### src/rtl/and_operand_loader.sv
// Serial-to-parallel loader: collects 8 operands into slots a..h and holds them for the AND stage.
// Optional running-AND register acc_q is enabled with `define AND_LOADER_ACC_EN.
module and_operand_loader #(
    parameter int WIDTH   = 8,
    parameter int NUM_OPS = 8
) (
    input  logic             clk,
    input  logic             rst_n,
    input  logic             in_valid,
    output logic             in_ready,
    input  logic [WIDTH-1:0] in_data,
    input  logic             clear,
    output logic             out_valid,
    input  logic             out_ready,
    output logic [WIDTH-1:0] a,
    output logic [WIDTH-1:0] b,
    output logic [WIDTH-1:0] c,
    output logic [WIDTH-1:0] d,
    output logic [WIDTH-1:0] e,
    output logic [WIDTH-1:0] f,
    output logic [WIDTH-1:0] g,
    output logic [WIDTH-1:0] h,
    output logic [WIDTH-1:0] acc_q
);

    generate
        if (NUM_OPS != 8) begin : g_num_ops_check
            $error("and_operand_loader: NUM_OPS must be 8 to match ports a..h");
        end
    endgenerate

    typedef enum logic {S_FILL, S_HOLD} state_t;

    state_t           r_state;
    logic [2:0]       r_cnt;
    logic             r_out_valid;
    logic [WIDTH-1:0] r_slot [8];

    logic             w_in_ready;
    logic             w_beat;
    logic [2:0]       w_wr_idx;

    // In HOLD a beat is only taken when the held group leaves in the same cycle.
    always_comb begin
        w_in_ready = rst_n & ~clear & ((r_state == S_FILL) | out_ready);
        w_beat     = in_valid & w_in_ready;
        w_wr_idx   = (r_state == S_HOLD) ? 3'd0 : r_cnt;
    end

    always_ff @(posedge clk) begin
        if (!rst_n) begin
            r_state     <= S_FILL;
            r_cnt       <= 3'd0;
            r_out_valid <= 1'b0;
            for (int i = 0; i < 8; i++) begin
                r_slot[i] <= '0;
            end
        end else begin
            if (w_beat) begin
                r_slot[w_wr_idx] <= in_data;
            end
            case (r_state)
                S_FILL: begin
                    if (clear) begin
                        r_cnt <= 3'd0;
                    end else if (w_beat) begin
                        r_cnt <= r_cnt + 3'd1;
                        if (r_cnt == 3'd7) begin
                            r_state     <= S_HOLD;
                            r_out_valid <= 1'b1;
                        end
                    end
                end
                S_HOLD: begin
                    if (out_ready) begin
                        r_state     <= S_FILL;
                        r_out_valid <= 1'b0;
                        r_cnt       <= w_beat ? 3'd1 : 3'd0;
                    end
                end
                default: begin
                    r_state     <= S_FILL;
                    r_cnt       <= 3'd0;
                    r_out_valid <= 1'b0;
                end
            endcase
        end
    end

`ifdef AND_LOADER_ACC_EN
    logic [WIDTH-1:0] r_acc;

    // Restart from all-ones whenever a new group begins; an overlap beat seeds it directly.
    always_ff @(posedge clk) begin
        if (!rst_n) begin
            r_acc <= '1;
        end else if (r_state == S_FILL) begin
            if (clear) begin
                r_acc <= '1;
            end else if (w_beat) begin
                r_acc <= r_acc & in_data;
            end
        end else if (out_ready) begin
            r_acc <= w_beat ? in_data : '1;
        end
    end

    assign acc_q = r_acc;
`else
    assign acc_q = '1;
`endif

    assign in_ready  = w_in_ready;
    assign out_valid = r_out_valid;
    assign a = r_slot[0];
    assign b = r_slot[1];
    assign c = r_slot[2];
    assign d = r_slot[3];
    assign e = r_slot[4];
    assign f = r_slot[5];
    assign g = r_slot[6];
    assign h = r_slot[7];

endmodule

### config.mk
export PLATFORM = sky130hd
export DESIGN_NAME = and_operand_loader
export DESIGN_NICKNAME = d
export VERILOG_FILES = /design/src/rtl/and_operand_loader.sv
export SDC_FILE = /design/constraint.sdc
export NUM_CORES = 1
export LEC_CHECK = 0
export CAP_MARGIN = 20
export CELL_PAD_IN_SITES_DETAIL_PLACEMENT = 1
export CELL_PAD_IN_SITES_GLOBAL_PLACEMENT = 2
export CORE_ASPECT_RATIO = 1.2
export CORE_MARGIN = 10
export CORE_UTILIZATION = 33
export CTS_CLUSTER_DIAMETER = 100
export DETAILED_ROUTE_END_ITERATION = 10
export GPL_TIMING_DRIVEN = 0
export PLACE_DENSITY_LB_ADDON = 0.1
export SYNTH_ARGS = -nofsm -noshare
export SYNTH_HDL_FRONTEND = slang
export SYNTH_SLANG_ARGS = --single-unit
### constraint.sdc
create_clock -name clk -period 5.4 [get_ports clk]
set_clock_uncertainty 0.2 [all_clocks]
set_input_delay 0.81 -clock clk [delete_from_list [all_inputs] [get_ports clk]]
set_output_delay 0.81 -clock clk [all_outputs]
set_load 0.01 [all_outputs]
==> impl_metrics.py <==
metrics = {
    "logic_synthesis": {
        "synth_cell_types": 36,
        "synth_enable_flop_cells": 64,
        "synth_flop_cell": "edfxtp_1",
        "yosysSeqAreaShare": 0.710,
        "ys_warn_count": 0,
        "synth-seq-cells": 69,
        "avgSynthCellArea_sq_um": 14.5,
        "synthesis.area_sq_um": 2850,
        "synth_async_sr_flop_share": 0,
        "synth_cells": 197,
    },
    "worst_setup_path": {
        "path_cells": "clkdlybuf4s50_1 > buf_2 > nor3b_1 > clkdlybuf4s50_1",
        "critPathLaunchType": "input port",
        "crit_slowest_cell": "clkdlybuf4s50_1",
        "crit_path_frequent_cell": "clkdlybuf4s50_1",
        "cp-end-kind": "output pin",
        "required_ps": 4390,
        "crit_fanout": 10,
        "crit_type": "input port to output pin",
        "cp.arrival_ps": 2560,
        "max_stage_delay_ps": 640,
    },
    "clock_network": {
        "htree_levels": 3,
        "clock_sink_count": 69,
        "cts_buffers": 9,
        "cts_tree": "built",
        "root_buffer": "clkbuf_8",
        "cts_buffer_depth": 2,
        "post-cts-setup-buffers": 0,
        "cts_resized": 0,
        "clk_pin_slew_ps": 70,
        "hold_buffers": 0,
        "clk_latency_ps": 340,
    },
    "sta": {
        "maxSlewHeadroom": 0.521,
        "period_minus_slack_ps": 3570,
        "rsz0062_at_grt": "false",
        "drv_slew": 0,
        "period_share": 0.662,
        "timing.fmax_ghz": 0.280,
        "tightest_slew_ps": 714,
        "hold_violations": 0,
        "hold_ws_ps": 322,
        "setup-tns-final_ps": 0,
        "setup_viol": 0,
    },
    "die": {
        "io_pins": 87,
        "die_area_sq_um": 12800,
        "num_rows": 37,
        "die_w_um": 105,
        "design.core.area_sq_um": 8520,
        "die_h_um": 122,
        "start_util": 0.334,
    },
    "power_and_ir_drop": {
        "cellPowerDensity_nw_per_um2": 278,
        "leakage_uw": 0.00146,
        "ir_worst_vdd_mv": 0.118,
    },
    "global_route": {
        "grt_overflow": 0,
        "grt_pass1_wl_mm": 12.0,
        "antenna_found_initial": 0,
        "grt_start_max_net_pins": 13,
        "grt_pass1_vias": 2012,
        "grt_usage": 0.125,
    },
    "cells_and_area": {
        "layout_commonest_cell": "clkdlybuf4s50_1",
        "n_antenna_cell": 0,
        "nets": 310,
        "drive_above_1_share": 0.167,
        "final_cell_mix": "clkdlybuf4s50_1, edfxtp_1, and2_1, nor2_1, nand2_1",
        "areaGrowthSynthToFinish_pct": 40.5,
    },
    "drt": {
        "firstDrtPassIters": 4,
        "vias": 1895,
        "antenna_left": 0,
        "drt-initial-drc-count": 102,
        "drcViolationCount": 0,
        "routed_wl_mm": 7.76,
        "via_per_inst": 4.54,
        "wl_per_cell_um": 18.6,
    },
    "place": {
        "place_congestion": 0.715,
        "portBuffers": 78,
        "dp_hpwl_mm": 5.72,
    },
    "hold_path": {
        "hold_path_class": "flip-flop to flip-flop",
    },
    "flow_run": {
        "drv_cap": 0,
    },
    "run_status": {
        "status": "finished, final reports clean",
    },
}
-- synthesized netlist by cell type (2+ instances only) --
cell type | n | area share
a22o_1 | 2 | 0.0061
and2_1 | 32 | 0.070
buf_2 | 3 | 0.0053
buf_4 | 9 | 0.024
buf_6 | 3 | 0.012
dfxtp_1 | 5 | 0.035
edfxtp_1 | 64 | 0.67
ha_1 | 2 | 0.0088
nand2_1 | 11 | 0.014
nor2_1 | 24 | 0.032
nor2_2 | 9 | 0.020
nor2_4 | 2 | 0.0079
nor2b_1 | 2 | 0.0044
o21ai_0 | 3 | 0.0053
o21ai_2 | 4 | 0.012
or3b_4 | 2 | 0.0079
-- flip-flops by register name, indices dropped and copies added, names as in the netlist --
signal     flops
out_valid      1
r_state        1
r_cnt          3
r_slot        64
-- per-layer routing --
metal / track usage / wire length [um]
met5: 0 / 0
met4: 0.0412 / 87
met3: 0.0497 / 449
met2: 0.208 / 3890
met1: 0.146 / 3330
-- report_power, final --
group / total [uW] / internal (uW) / leakage, uW / switching, uW
Sequential: 608 / 601 / 0.000703 / 6.90
Clock: 410 / 210 / 0.0000903 / 200
Combinational: 95.8 / 49.2 / 0.000664 / 46.5
Total: 1110 / 860 / 0.00146 / 253
-- final cells by class --
| class | count | area [sq um] |
|---|---|---|
| Tap cell | 117 | 146 |
| Sequential cell | 69 | 2020 |
| Clock buffer | 9 | 124 |
| Fill cell | 915 | 4520 |
| Clock inverter | 7 | 66.3 |
| Multi-Input combinational cell | 120 | 737 |
| Timing Repair Buffer | 80 | 791 |
| Buffer | 15 | 116 |
-- critical path: cells and delay by family --
kind                   cells  cell delay (ps)
AND/OR/NAND/NOR            1              210
buffers and inverters      3             1530
-- worst paths after layout --
kind	from	end	slack, ps	cells past startpoint
hold reg to reg	out_valid	out_valid	320	2
setup reg to reg	r_state	r_slot[1][4]	3260	4
hold / removal	out_valid	out_valid	320	2
setup / recovery	rst_n	in_ready	1830	4
-- kinds of logic (layout without fill, tap and decap cells) --
group           Yosys count  in the layout  synth area share
simple gates             94             94             0.197
flops                    69             69             0.710
compound gates           15             15            0.0395
buf+inv                  15            111            0.0408
fa+ha+maj                 2              2           0.00878
other cells               1              8           0.00132
xor+xnor                  1              1           0.00307
-- metrics by stage --
| step | setup WS [ps] | instance area, sq um | util | cells | total power (uW) |
|---|---|---|---|---|---|
| global route | 1680 | 4000 | 0.470 | 417 | 1160 |
| CTS | 1780 | 3990 | 0.469 | 415 | 1120 |
| floorplan | 3000 | 2880 | - | 204 | 654 |
| global placement | 1800 | 3800 | 0.446 | 399 | 715 |
| detailed placement | 1780 | 3800 | 0.446 | 399 | 716 |
| finish | 1830 | 4000 | 0.470 | 417 | 1110 |
Note: power is estimated with default switching activity, not from simulation.
